==> src/rtl/loop_mon_pkg.sv <==
// loop_mon_pkg: shared types and defaults for loop_osc_monitor.
// Optional feature macro: LOOP_MON_SYNC_EN (see loop_osc_monitor.sv).
package loop_mon_pkg;

    typedef enum logic [1:0] {
        ST_IDLE    = 2'd0,
        ST_SETTLE  = 2'd1,
        ST_OBSERVE = 2'd2,
        ST_DONE    = 2'd3
    } state_t;

    localparam int DEF_WIDTH         = 3;
    localparam int DEF_SETTLE_CYCLES = 4;
    localparam int DEF_WINDOW        = 16;
    localparam int DEF_CNT_W         = 8;
    localparam int DEF_OSC_THRESH    = 2;

    // Width of the phase counter shared by SETTLE and OBSERVE; it must
    // hold values 0 .. max(settle, window)-1 and is never narrower than 1.
    function automatic int phase_cnt_w(input int settle, input int window);
        int m;
        m = (settle > window) ? settle : window;
        if (m <= 2) return 1;
        return $clog2(m);
    endfunction

endpackage

==> src/rtl/loop_mon_sync.sv <==
// loop_mon_sync: WIDTH-bit two-flop synchronizer with async active-high reset.
// Used by loop_osc_monitor only when LOOP_MON_SYNC_EN is defined.
module loop_mon_sync #(
    parameter int WIDTH = 3
) (
    input  logic             clk,
    input  logic             rst,
    input  logic [WIDTH-1:0] i_d,
    output logic [WIDTH-1:0] o_q
);

    logic [WIDTH-1:0] r_meta;
    logic [WIDTH-1:0] r_sync;

    // Two back-to-back flops to resolve metastability of free-running nets.
    always_ff @(posedge clk or posedge rst) begin
        if (rst) begin
            r_meta <= '0;
            r_sync <= '0;
        end else begin
            r_meta <= i_d;
            r_sync <= r_meta;
        end
    end

    assign o_q = r_sync;

endmodule

==> src/rtl/loop_osc_monitor.sv <==
// loop_osc_monitor: clocked observer for combinational-loop nets.
// After an accepted start it waits SETTLE_CYCLES, counts changing cycles
// over WINDOW cycles and reports stable / oscillating / final value.
// Optional macro LOOP_MON_SYNC_EN: route probe through a 2-flop synchronizer.
module loop_osc_monitor
    import loop_mon_pkg::*;
#(
    parameter int WIDTH         = DEF_WIDTH,
    parameter int SETTLE_CYCLES = DEF_SETTLE_CYCLES,
    parameter int WINDOW        = DEF_WINDOW,
    parameter int CNT_W         = DEF_CNT_W,
    parameter int OSC_THRESH    = DEF_OSC_THRESH
) (
    input  logic             clk,
    input  logic             rst,
    input  logic             start,
    input  logic [WIDTH-1:0] probe,
    output logic             busy,
    output logic             done,
    output logic             result_valid,
    output logic             stable,
    output logic             oscillating,
    output logic [CNT_W-1:0] toggle_cnt,
    output logic [WIDTH-1:0] toggle_mask,
    output logic [WIDTH-1:0] final_value
);

    localparam int PH_W = phase_cnt_w(SETTLE_CYCLES, WINDOW);
    localparam logic [PH_W-1:0]  SETTLE_LAST = PH_W'(SETTLE_CYCLES - 1);
    localparam logic [PH_W-1:0]  WINDOW_LAST = PH_W'(WINDOW - 1);
    localparam logic [CNT_W-1:0] CNT_MAX     = '1;

    state_t           r_state;
    logic [PH_W-1:0]  r_phase;
    logic [WIDTH-1:0] r_prev;
    logic [WIDTH-1:0] w_sample;
    logic             w_changed;
    logic             w_obs_last;
    logic [CNT_W-1:0] w_cnt_next;

`ifdef LOOP_MON_SYNC_EN
    loop_mon_sync #(.WIDTH(WIDTH)) u_sync (
        .clk (clk),
        .rst (rst),
        .i_d (probe),
        .o_q (w_sample)
    );
`else
    assign w_sample = probe;
`endif

    assign w_changed  = (w_sample != r_prev);
    assign w_obs_last = (r_state == ST_OBSERVE) && (r_phase == WINDOW_LAST);
    // Saturating count of changing cycles; multi-bit changes count once.
    assign w_cnt_next = (w_changed && (toggle_cnt != CNT_MAX)) ?
                        toggle_cnt + CNT_W'(1) : toggle_cnt;

    assign busy = (r_state == ST_SETTLE) || (r_state == ST_OBSERVE);
    assign done = (r_state == ST_DONE);

    // Previous-sample register; tracks in every state so SETTLE primes it.
    always_ff @(posedge clk or posedge rst) begin
        if (rst) r_prev <= '0;
        else     r_prev <= w_sample;
    end

    // Phase sequencing; one counter times both SETTLE and OBSERVE.
    always_ff @(posedge clk or posedge rst) begin
        if (rst) begin
            r_state <= ST_IDLE;
            r_phase <= '0;
        end else begin
            case (r_state)
                ST_IDLE: begin
                    r_phase <= '0;
                    if (start) r_state <= ST_SETTLE;
                end
                ST_SETTLE: begin
                    if (r_phase == SETTLE_LAST) begin
                        r_phase <= '0;
                        r_state <= ST_OBSERVE;
                    end else begin
                        r_phase <= r_phase + PH_W'(1);
                    end
                end
                ST_OBSERVE: begin
                    if (r_phase == WINDOW_LAST) begin
                        r_phase <= '0;
                        r_state <= ST_DONE;
                    end else begin
                        r_phase <= r_phase + PH_W'(1);
                    end
                end
                default: begin
                    r_phase <= '0;
                    r_state <= ST_IDLE;
                end
            endcase
        end
    end

    // Result accumulation; verdicts are latched as the window closes so
    // they appear together with the done pulse.
    always_ff @(posedge clk or posedge rst) begin
        if (rst) begin
            result_valid <= 1'b0;
            stable       <= 1'b0;
            oscillating  <= 1'b0;
            toggle_cnt   <= '0;
            toggle_mask  <= '0;
            final_value  <= '0;
        end else if ((r_state == ST_IDLE) && start) begin
            result_valid <= 1'b0;
            stable       <= 1'b0;
            oscillating  <= 1'b0;
            toggle_cnt   <= '0;
            toggle_mask  <= '0;
            final_value  <= '0;
        end else if (r_state == ST_OBSERVE) begin
            toggle_cnt  <= w_cnt_next;
            toggle_mask <= toggle_mask | (w_sample ^ r_prev);
            if (w_obs_last) begin
                final_value  <= w_sample;
                result_valid <= 1'b1;
                stable       <= (w_cnt_next == '0);
                oscillating  <= (int'(w_cnt_next) >= OSC_THRESH);
            end
        end
    end

endmodule

==> config.mk <==
export PLATFORM = sky130hd
export DESIGN_NAME = loop_osc_monitor
export DESIGN_NICKNAME = d
export VERILOG_FILES = /design/src/rtl/loop_mon_pkg.sv /design/src/rtl/loop_mon_sync.sv /design/src/rtl/loop_osc_monitor.sv
export SDC_FILE = /design/constraint.sdc
export NUM_CORES = 1
export LEC_CHECK = 0
export ABC_AREA = 1
export CAP_MARGIN = 10
export CORE_MARGIN = 4
export CORE_UTILIZATION = 47
export CTS_CLUSTER_DIAMETER = 120
export CTS_CLUSTER_SIZE = 8
export DETAILED_ROUTE_END_ITERATION = 12
export MAX_ROUTING_LAYER = met4
export PLACE_DENSITY = 0.77
export SYNTH_ARGS = -nofsm -noshare
export SYNTH_HDL_FRONTEND = slang
export SYNTH_SLANG_ARGS = --single-unit
==> constraint.sdc <==
create_clock -name clk -period 1.5 [get_ports clk]
set_input_delay 0.45 -clock clk [delete_from_list [all_inputs] [get_ports clk]]
set_output_delay 0.45 -clock clk [all_outputs]
set_load 0.02 [all_outputs]
After elaboration in Yosys (flattened, before gate mapping) --
Index checks and enable logic that the tools add are counted.
Word-level totals: memory bits (read-only) 0, memory bits (writable) 0, memories kept 0, input port bits 6, flip-flop bits (word level) 26, latch bits 0
Operators by class: multiplexer cells 24, add/sub/neg operators 2, magnitude comparators 1, bitwise logic cells 2, divide/modulo/power cells 0, reductions and logical operators 10, equality and inequality tests 10, shifts and indexed selects 0, multipliers 0
Operator list (number):
- 8-bit 2-to-1 mux | 3
- 3-bit 2-to-1 mux | 5
- 1-bit 2-to-1 mux | 9
- 8-bit by 1-bit adder with 8-bit output, second input constant | 1
- 8-bit by 2-bit greater-or-equal comparator with 1-bit output, second input constant | 1
- 8-bit zero test | 1
- 4-bit 2-to-1 mux | 2
- 8-bit != test, second input constant | 1
- 4-bit case mux with 2 select lines | 1
- 2-bit 2-to-1 mux | 3
- 2-bit case mux with 3 select lines | 1
- 4-bit by 1-bit adder with 4-bit output, second input constant | 1
- 2-bit equality test, second input constant | 2
- 4-bit by 2-bit equality test with 1-bit output, second input constant | 1
- 4-bit equality test, second input constant | 1
- 2-bit by 1-bit != test with 1-bit output, second input constant | 2
- 2-bit nonzero test | 2
- 1-bit logical AND | 3
- 3-bit != test | 1
- 3-bit bitwise OR | 1
- 3-bit AND reduction | 1
- 3-bit XOR | 1
- 2-bit by 1-bit equality test with 1-bit output, second input constant | 1
- 2-bit zero test | 1
- 3 further kinds | 3

Depth between registers and ports, before layout --
Gate-level depths: netlist (run 1).
word-level depth 7, depth in mapped cells 12

Least setup slack after synthesis (run 1) --
Ideal clock, no wire load.
path type reg2reg, start register toggle_cnt[0], end register oscillating, cell stages (with the launch flop) 13, arrival time 1.597 ns, path slack -0.214 ns, data required time 1.384 ns, path through dfrtp_1 > ha_1 > nand2_2 > nor2_4 > nand3b_4 > nand2_4 > inv_2 > nand2_1 > nand2_2 > nor2_2 > nand3_1 > nand2_1 > nand2_1
Between the ends: cells in the longest elaborated chain, start to end 7
Ends and longest elaborated chain:
- start, declared | line loop_osc_monitor.sv:23 | output logic [CNT_W-1:0] toggle_cnt,
- start signal, assigned | line loop_osc_monitor.sv:120 | toggle_cnt <= w_cnt_next;
- parallel branches: the longest is 2 deep, another holds 8-bit by 1-bit adder with 8-bit output
- 8-bit 2-to-1 mux * | line loop_osc_monitor.sv:55 | assign w_cnt_next = (w_changed && (toggle_cnt != CNT_MAX)) ?
- 8-bit by 2-bit greater-or-equal comparator with 1-bit output * | line loop_osc_monitor.sv:126 | oscillating <= (int'(w_cnt_next) >= OSC_THRESH);
- 1-bit 2-to-1 mux * | line loop_osc_monitor.sv:122 | if (w_obs_last) begin
- 1-bit 2-to-1 mux * | line loop_osc_monitor.sv:119 | end else if (r_state == ST_OBSERVE) begin
- 1-bit 2-to-1 mux * | line loop_osc_monitor.sv:112 | end else if ((r_state == ST_IDLE) && start) begin
- end signal, assigned | line loop_osc_monitor.sv:126
- end, declared | line loop_osc_monitor.sv:22 | output logic oscillating,
Every way passes the cells marked *. The select of a mux whose other input is x is not followed. A chain may end at the register's enable or synchronous reset.

Worst setup path in the final report (run 1) --
start register toggle_cnt[1], end register oscillating
The elaborated chain is that of the path after synthesis.

==> results of run 1 <==
## logic make-up (layout without fill, tap and decap cells)
family | count (synthesis) | after routing | synth area share, %
xor+xnor | 4 | 4 | 2.45
flops | 26 | 26 | 45.4
compound gates | 20 | 20 | 7.69
fa+ha+maj | 6 | 6 | 5.24
simple gates | 100 | 100 | 31.9
buf+inv | 28 | 102 | 7.34
## flip-flops by register name, indices dropped and copies added (netlist names)
register and flops:
r_prev 3, stable 1, result_valid 1, oscillating 1, toggle_cnt 8, r_phase 4, final_value 3, r_state 2
toggle_mask 3
## per-stage QoR
stage	util (%)	hold WS [ps]
5_1_grt	83.5	372
6_report	83.5	360
4_1_cts	80.4	365
3_3_place_gp	68.6	455
2_1_floorplan	-	438
3_5_place_dp	68.6	463
## worst max-delay path by stage
| stage | start | to | slack, ps |
|---|---|---|---|
| 6_report | toggle_cnt[1]$_DFFE_PP0P_ | oscillating$_DFFE_PP0P_ | -280 |
| 4_1_cts | r_state[0]$_DFFE_PP0P_ | busy | -150 |
| 3_3_place_gp | probe[0] | oscillating$_DFFE_PP0P_ | -470 |
| 5_1_grt | toggle_cnt[1]$_DFFE_PP0P_ | oscillating$_DFFE_PP0P_ | -340 |
| 3_5_place_dp | probe[0] | oscillating$_DFFE_PP0P_ | -550 |
| 2_1_floorplan | toggle_cnt[0]$_DFFE_PP0P_ | oscillating$_DFFE_PP0P_ | -80 |
## layout make-up
cell class	instances	area share, %
timing repair buffer	70	24.0
sequential	26	27.7
clock buffer	3	0.954
multi-input combinational	130	39.7
tap	31	1.64
clock inverter	1	1.27
inverter	28	4.77
## layout by cell type, fill, tap and decap left out, types with 7 or more instances in the layout
cell type                  synthesis  layout
sky130_fd_sc_hd__buf_4             0      34
sky130_fd_sc_hd__nand2_2           2      18
sky130_fd_sc_hd__nand3_1          12      10
sky130_fd_sc_hd__nand2_4           1       7
sky130_fd_sc_hd__dfrtp_1          26      23
sky130_fd_sc_hd__buf_6             0      14
sky130_fd_sc_hd__inv_1            26      21
sky130_fd_sc_hd__nand2_1          65      42
sky130_fd_sc_hd__clkbuf_2          0       9
## layer usage
metal	wire length (um)	share of wire, %	up-vias	track usage, %
met1	2230	37	826	32.0
met2	2830	47	151	44.7
li1	-	-	730	-
met3	572	9.5	46	4.97
met5	0	0	-	-
met4	374	6.2	0	16.4
## what timing repair did
item                                    4_1_cts  5_1_grt
resized for setup                           114       52
endpoints found under the setup margin       29       35
setup buffers                                16        6
pin swaps                                    12       11
hold buffers                                  0        0
## critical path: cells and delay by family, from the launching register on
kind / cells / cell delay [ps]
adders and majority gates: 1 / 180
and+or+nand+nor: 10 / 900
DFF: 1 / 460
buffers and inverters: 1 / 130
## power by group
part           switching (mW)  internal (mW)  leakage, nW
clock                   0.246          0.271       0.0279
sequential              0.126          0.845        0.341
combinational            1.44           1.12        0.890
==> impl_metrics.toml, run 1 <==
[outcome]
result_of_the_run = "complete, but fails checks"
failed_checks = "setup timing"

[hold_path]
worstHoldStart = "probe[0]"
hold-path-endpoint = "r_prev[0]$_DFF_PP0_"
worstHoldPathCells = 1
hold_path.class = "in2reg"

[grt]
grt_pass1_vias = 1733
grt-ovfl-total = 0
antenna_found_initial = 0
maximum_number_of_pins_on_one_net_before_global_route_repair = 27
grt_pass1_wl_mm = 8.34
global_route.usage.total_pct = 27.6

[sta]
post-route-min-period_ps = 1780
setup_viol = 11
relSlewSlack_pct = 80.5
finalHoldViolCount = 0
timing.final.ws_setup_ps = -277
slew_at_the_pin_closest_to_its_max_slew_limit_ps = 291
finalClockSkew_ps = 5.20
final.setup.tns_ps = -1350
period_share_pct = 118
max_freq_ghz = 0.563
unrepaired_setup_endpoints_after_global_routing = "yes"
slew_violations = 0

[synthesis]
synth_top_cells_by_area = "sky130_fd_sc_hd__dfrtp_1 45%, sky130_fd_sc_hd__nand2_1 17%, sky130_fd_sc_hd__inv_1 6.8%"
synth.distinct_cells = 24
post_synth_instance_area_sq_um = 1430
synth_enable_flop_cells = 0
synth.largest_area_cell = "sky130_fd_sc_hd__dfrtp_1"
post-synth-top-area-fraction_pct = 45.4
async_flop_share_pct = 100
synth.yosys.warnings = 0
synth_area_per_cell_sq_um = 7.79
ys_top_cells_by_count = "65 x sky130_fd_sc_hd__nand2_1, 26 x sky130_fd_sc_hd__dfrtp_1, 26 x sky130_fd_sc_hd__inv_1, 14 x sky130_fd_sc_hd__o21ai_0, 12 x sky130_fd_sc_hd__nand3_1"
mappedNetlistNets = 196
yosys_most_used_dff = "sky130_fd_sc_hd__dfrtp_1"
synth_most_common_cell = "sky130_fd_sc_hd__nand2_1"
post_synth_inst_count = 184
seq_area_frac_synth_pct = 45.4
ys_ff_latch = 26

[setup_path]
timing.critical_path.cells = "ha_4, nand2_4, nor2_4, nand3b_4, buf_6, nand3b_1, nand2_2, nand2_2, nor2_4, nand3_1, nand2_1, nand2_1"
timing.critical_path.required_ps = 1760
crit-reg2reg-capture = "oscillating$_DFFE_PP0P_"
rr_startpoint = "toggle_cnt[1]$_DFFE_PP0P_"
cpMaxStageDelayCell = "sky130_fd_sc_hd__dfrtp_2"
r2r_setup_slack_ps = -280
crit_path_end_kind = "flop"
r2r_cells = 12
critical-path-max-stage-delay_ps = 460
worstSetupStartpointType = "flop"
path_class = "reg2reg"
arrival_ps = 2040
crit_path_max_fanout = 4

[detailed_routing]
drcViolationCount = 0
drt_first_iter_violations = 154
antenna_left = 0
wl_per_cell_um = 20.8
drt-pass1-iter-count = 7
vias = 1753
drt-vias-per-instance = 6.07
detail_route.wirelength_mm = 6.00

[power]
peakVddDrop_mv = 1.20
power.density_nw_per_um2 = 1710
p_leak_nw = 1.26
total_power_mw = 4.05

[die]
die_width_um = 63.2
initial_utilization_pct = 50.6
row_count = 19
die_area_sq_um = 4000
fp.dieH_um = 63.2
design.core.area_sq_um = 2830
top_level_ports = 25

[placement]
pre_cts_slack_ps = -551
place.detailed.instances = 266
io_buffers = 24
gp_routability_congestion = 1.04
post-dp-hpwl_mm = 2.70
placedInstanceArea_sq_um = 1940

[clock_tree]
clock_tree.htree_level_count = 1
cts.path.max_buffers = 2
cts_tree = "built"
clock_tree.root_cell = "sky130_fd_sc_hd__clkbuf_4"
cts_inserted_buffers = 3
numClockSinks = 26
clock_transition_time_at_the_flip_flop_clock_pins_of_the_worst_setup_and_hold_paths_ps = 160
clk-insertion-delay-late_ps = 350

[finish]
final_cell_count_no_fill = 289
post_route_cells_drive_above_1_share_pct = 50.4
finish.net_count = 271
final.fill_count = 141
flow.area_growth_from_synthesis_pct = 64.8
register_area_sq_um = 654
insertedDiodeCount = 0
finish.instance_area_sq_um = 2360
multiInputGateArea_sq_um = 937

[flow_run]
max_cap_check_violation_count = 0
Note: power is estimated with default switching activity, not from simulation.
==> run 2, diff against run 1 <==
GPL_ROUTABILITY_DRIVEN = 0   (was not set)
==> run 2 against run 1 <==
Clock skew increased by 2.2 ps. Total power decreased by 8.2%. Sequential power decreased by 0.6%. Via count decreased by 8.8%. The flow still finishes with violations (setup timing). Maximum frequency increased by 4.2%. Register-to-register slack improved by 70 ps. Utilization decreased by 1.6 points. Worst setup slack improved by 71 ps. Non-clock buffer count decreased by 2. Sequential share of layout area increased by 0.54 points. Critical path depth unchanged. Hold slack improved by 25 ps. Critical path type unchanged.
==> impl_metrics.toml, run 2 (synthesized netlist as in run 1, its figures left out) <==
[outcome]
result_of_the_run = "complete, but fails checks"
failed_checks = "setup timing"

[grt]
grt_pass1_vias = 1517
grt-ovfl-total = 0
global_route.usage.total_pct = 22.4
maximum_number_of_pins_on_one_net_before_global_route_repair = 27
antenna_found_initial = 0
grt_pass1_wl_mm = 7.00

[die]
die_width_um = 63.2
die_area_sq_um = 4000
row_count = 19
initial_utilization_pct = 50.6
top_level_ports = 25
design.core.area_sq_um = 2830
fp.dieH_um = 63.2

[setup_path]
worstSetupStartpointType = "flop"
r2r_cells = 12
timing.critical_path.required_ps = 1740
crit_path_max_fanout = 8
path_class = "reg2reg"
crit_path_end_kind = "flop"
arrival_ps = 1950

[detailed_routing]
antenna_left = 0
drt_first_iter_violations = 149
drt-pass1-iter-count = 4
wl_per_cell_um = 17.2
drt-vias-per-instance = 5.57
drcViolationCount = 0
detail_route.wirelength_mm = 4.94
vias = 1598

[finish]
flow.area_growth_from_synthesis_pct = 61.7
final.fill_count = 154
layout_common_cells = "46 x sky130_fd_sc_hd__nand2_1, 35 x sky130_fd_sc_hd__buf_4, 23 x sky130_fd_sc_hd__inv_1, 23 x sky130_fd_sc_hd__dfrtp_1"
max_flop_register = "toggle_cnt"
post_route_cells_drive_above_1_share_pct = 46.9
postLayoutCoreUtil_pct = 81.9
reg_top3 = "toggle_cnt: 8 flops, r_phase: 4 flops"
finish.net_count = 269
layout.cells.most_common = "sky130_fd_sc_hd__nand2_1"
largest_register_ff_count = 8
insertedDiodeCount = 0

[sta]
relSlewSlack_pct = 77.3
final.setup.tns_ps = -1200
unrepaired_setup_endpoints_after_global_routing = "yes"
setup_viol = 13
fin_hold_ws_ps = 385
max_freq_ghz = 0.586
slew_at_the_pin_closest_to_its_max_slew_limit_ps = 339
finalHoldViolCount = 0
slew_violations = 0
timing.final.ws_setup_ps = -206
post-route-min-period_ps = 1710
period_share_pct = 114
finalClockSkew_ps = 7.43

[clock_tree]
cts_inserted_buffers = 3
clk-insertion-delay-late_ps = 320
clock_transition_time_at_the_flip_flop_clock_pins_of_the_worst_setup_and_hold_paths_ps = 160
cts.path.max_buffers = 2
hold_buffers = 0
numClockSinks = 26
clock_tree.root_cell = "sky130_fd_sc_hd__clkbuf_4"
cts_tree = "built"
clock_tree.htree_level_count = 1

[hold_path]
hold_path.class = "in2reg"
worstHoldPathCells = 1

[flow_run]
max_cap_check_violation_count = 0

[placement]
post-dp-hpwl_mm = 2.71
pre_cts_slack_ps = -566
io_buffers = 24

[power]
power.density_nw_per_um2 = 1600
total_power_mw = 3.71
p_leak_nw = 1.25
peakVddDrop_mv = 1.17
run 2: cell count changes in the layout (fill, tap and decap cells not counted), moves of 2 or more:
cell | previous run | this run
sky130_fd_sc_hd__nand2_2 | 18 | 9
sky130_fd_sc_hd__buf_6 | 14 | 12
sky130_fd_sc_hd__inv_2 | 6 | 3
sky130_fd_sc_hd__nand3_2 | 2 | 4
sky130_fd_sc_hd__nand3_1 | 10 | 8
sky130_fd_sc_hd__buf_2 | 6 | 2
sky130_fd_sc_hd__nand2_1 | 42 | 46
sky130_fd_sc_hd__nand2_4 | 7 | 12
sky130_fd_sc_hd__o21ai_0 | 5 | 7
sky130_fd_sc_hd__clkbuf_2 | 9 | 12
sky130_fd_sc_hd__inv_1 | 21 | 23
sky130_fd_sc_hd__ha_1 | 0 | 2
sky130_fd_sc_hd__o21ai_4 | 2 | 0
run 2: where the power goes:
| group | switching, mW | leakage, nW | internal (mW) |
|---|---|---|---|
| clock network | 0.226 | 0.0210 | 0.148 |
| registers | 0.120 | 0.341 | 0.845 |
| logic | 1.30 | 0.883 | 1.08 |
| total | 1.64 | 1.25 | 2.07 |
run 2: final cells by class:
| class | instances | area, sq um | area share [%] |
|---|---|---|---|
| inverters | 28 | 111 | 4.81 |
| flip-flops and latches | 26 | 654 | 28.3 |
| multi-input cells | 130 | 930 | 40.1 |
| repair buffers | 68 | 546 | 23.6 |
| clock buffers | 4 | 36.3 | 1.57 |
| well taps | 31 | 38.8 | 1.67 |
run 2: per-layer routing:
metal / vias up / part of all wire (%) / GRT usage (%) / routed length [um]
li1: 718 / - / - / -
met1: 763 / 38 / 26.3 / 1900
met2: 86 / 50 / 39.0 / 2490
met3: 31 / 6.2 / 2.66 / 307
met4: 0 / 5.0 / 9.16 / 246
met5: - / 0 / - / 0
run 2: worst max-delay path, stage by stage (launching register included):
cell                       delay (ps)
sky130_fd_sc_hd__dfrtp_2          420
sky130_fd_sc_hd__ha_4             150
sky130_fd_sc_hd__nand2_4           50
sky130_fd_sc_hd__nor2_4           140
sky130_fd_sc_hd__nand3b_4         170
sky130_fd_sc_hd__nand2_8          150
sky130_fd_sc_hd__inv_6             60
sky130_fd_sc_hd__nand2_4           60
sky130_fd_sc_hd__nand2_4           60
sky130_fd_sc_hd__nor2_4           140
sky130_fd_sc_hd__nand3_2          100
sky130_fd_sc_hd__nand2_1           70
sky130_fd_sc_hd__nand2_1           50
run 2: per-stage QoR:
step	area [sq um]	cells
2_1_floorplan	1450	184
3_3_place_gp	1940	266
3_5_place_dp	1940	266
4_1_cts	2120	280
5_1_grt	2320	287
6_report	2320	287
run 2: worst paths after layout:
| path | startpoint | endpoint | slack [ps] |
|---|---|---|---|
| max reg2reg | toggle_cnt[1]$_DFFE_PP0P_ | oscillating$_DFFE_PP0P_ | -210 |
| max | toggle_cnt[1]$_DFFE_PP0P_ | oscillating$_DFFE_PP0P_ | -210 |
| min in group asynchronous | rst | final_value[2]$_DFFE_PP0P_ | 440 |
| min | probe[0] | r_prev[0]$_DFF_PP0_ | 380 |
| max in group asynchronous | rst | toggle_cnt[2]$_DFFE_PP0P_ | 890 |
| min reg2reg | stable$_DFFE_PP0P_ | stable$_DFFE_PP0P_ | 500 |
run 2: repair_timing:
action | 4_1_cts | 5_1_grt
hold endpoints to repair | 0 | 0
endpoints found under the setup margin | 32 | 35
pin swaps | 11 | 20
buffers inserted | 10 | 8
resized for setup | 80 | 72
==> run 3, diff against run 2 <==
CORE_ASPECT_RATIO = 0.7   (was not set)
CORE_MARGIN = not set   (was 4)
==> run 3 against run 2 <==
The run still ends with setup timing left. Worst setup slack got worse by 8.9 ps. Utilization shrank 2.5 points. First-iteration DRC count fell by 4.7%. Combinational power is 9.3% lower. Critical path depth is the same. Via count rose by 1.9%. Total power fell by 4.6%. Maximum frequency down 0.52%. Die area fell by 18%. Wire length rose by 2.1%. Design area down 2.5%. Sequential power grew 2%. Critical path type unchanged. Largest cell class unchanged. Largest power group unchanged.
==> impl_metrics.toml, run 3 (synthesized netlist as in run 1, its figures left out) <==
[outcome]
result_of_the_run = "complete, but fails checks"
failed_checks = "setup timing"

[setup_path]
crit_path_max_fanout = 6
worstSetupStartpointType = "flop"
worst_setup_path_startpoint = "toggle_cnt[0]$_DFFE_PP0P_"
rr_startpoint = "toggle_cnt[0]$_DFFE_PP0P_"
arrival_ps = 1880
timing.critical_path.required_ps = 1660
crit_path_end_kind = "flop"
path_class = "reg2reg"

[clock_tree]
clk-insertion-delay-late_ps = 280
clock_transition_time_at_the_flip_flop_clock_pins_of_the_worst_setup_and_hold_paths_ps = 100
clock_tree.htree_level_count = 1
hold_buffers = 0
cts_tree = "built"
numClockSinks = 26
clock_tree.root_cell = "sky130_fd_sc_hd__clkbuf_8"
cts_inserted_buffers = 3
cts.path.max_buffers = 2

[power]
total_power_mw = 3.54
power.density_nw_per_um2 = 1570
peakVddDrop_mv = 1.48
p_leak_nw = 1.20

[finish]
flow.area_growth_from_synthesis_pct = 57.6
post_route_cells_drive_above_1_share_pct = 40.5
largest_register_ff_count = 8
finish.net_count = 260
reg_top3 = "toggle_cnt: 8 flops, r_phase: 4 flops"
final_cell_count_no_fill = 283
layout_common_cells = "43 x sky130_fd_sc_hd__nand2_1, 28 x sky130_fd_sc_hd__buf_4, 23 x sky130_fd_sc_hd__dfrtp_1"
insertedDiodeCount = 0
postLayoutCoreUtil_pct = 79.4
max_flop_register = "toggle_cnt"
layout.cells.most_common = "sky130_fd_sc_hd__nand2_1"

[placement]
place.detailed.instances = 272
pre_cts_slack_ps = -612
post-dp-hpwl_mm = 2.85
io_buffers = 24

[sta]
slew_at_the_pin_closest_to_its_max_slew_limit_ps = 246
max_freq_ghz = 0.583
unrepaired_setup_endpoints_after_global_routing = "yes"
setup_viol = 13
finalClockSkew_ps = 14.5
slew_violations = 0
finalHoldViolCount = 0
fin_hold_ws_ps = 440
post-route-min-period_ps = 1710
timing.final.ws_setup_ps = -215
period_share_pct = 114
relSlewSlack_pct = 83.5

[die]
die_width_um = 68.0
fp.dieH_um = 48.2
row_count = 16
initial_utilization_pct = 50.4
die_area_sq_um = 3280
top_level_ports = 25
design.core.area_sq_um = 2840

[detailed_routing]
vias = 1629
drt-vias-per-instance = 5.76
detail_route.wirelength_mm = 5.05
antenna_left = 0
drt_first_iter_violations = 142
drcViolationCount = 0
wl_per_cell_um = 17.8
drt-pass1-iter-count = 5

[grt]
grt_pass1_vias = 1369
grt-ovfl-total = 0
grt_pass1_wl_mm = 6.40
maximum_number_of_pins_on_one_net_before_global_route_repair = 27
global_route.usage.total_pct = 28.8
antenna_found_initial = 0

[flow_run]
max_cap_check_violation_count = 0

[hold_path]
hold_path.class = "in2reg"
worstHoldStart = "probe[2]"
-- run 3: critical path: stages, from the launching register on --
cell and delay, ps:
sky130_fd_sc_hd__dfrtp_2 450, sky130_fd_sc_hd__ha_4 180, sky130_fd_sc_hd__nand2_4 70, sky130_fd_sc_hd__nor2_4 50, sky130_fd_sc_hd__nand3b_4 150, sky130_fd_sc_hd__buf_4 150
sky130_fd_sc_hd__nand3_4 80, sky130_fd_sc_hd__nand2_4 90, sky130_fd_sc_hd__nand2_1 60, sky130_fd_sc_hd__nor2_2 130, sky130_fd_sc_hd__nand3_1 80, sky130_fd_sc_hd__nand2_1 60
sky130_fd_sc_hd__nand2_1 40
-- run 3: area by class of cell --
| cell class | count | area, sq um |
|---|---|---|
| fillers | 167 | 586 |
| well taps | 36 | 45.0 |
| repair buffers | 59 | 509 |
| inverters | 28 | 108 |
| clock buffers | 4 | 45.0 |
| flip-flops and latches | 26 | 654 |
| multi-input cells | 130 | 896 |
-- run 3: path summary, 6_finish.rpt --
check	end	slack, ps	cells past startpoint
min reg2reg	stable$_DFFE_PP0P_	480	2
max	oscillating$_DFFE_PP0P_	-210	12
min in group asynchronous	r_phase[2]$_DFF_PP0_	500	3
max reg2reg	oscillating$_DFFE_PP0P_	-210	12
min	r_prev[2]$_DFF_PP0_	440	1
max in group asynchronous	toggle_mask[0]$_DFFE_PP0P_	830	3
-- run 3: repair_timing --
item	in CTS	in global routing
buffers inserted	6	3
setup endpoints to repair	33	26
pin swaps	6	13
gates cloned	0	0
resized for setup	59	59
-- run 3: power by group --
part	leakage (nW)	switching (mW)	internal (mW)	total [mW]
Combinational	0.833	1.19	0.959	2.15
Clock	0.0228	0.218	0.190	0.408
Sequential	0.341	0.136	0.845	0.981
-- run 3: per-stage QoR --
stage | setup TNS, ps | area (sq um)
2_1_floorplan | -102 | 1450
3_3_place_gp | -4680 | 1960
3_5_place_dp | -6100 | 1960
4_1_cts | -381 | 2080
5_1_grt | -2260 | 2260
6_report | -1060 | 2260
-- run 3: routing by layer --
| metal | global-route usage [%] | vias up | part of all wire [%] | routed length (um) |
|---|---|---|---|---|
| met1 | 35.4 | 760 | 39 | 1970 |
| met3 | 5.84 | 34 | 9.9 | 501 |
| li1 | - | 704 | - | - |
| met4 | 9.58 | 0 | 6.1 | 309 |
| met2 | 48.0 | 131 | 45 | 2260 |
| met5 | - | - | 0 | 0 |
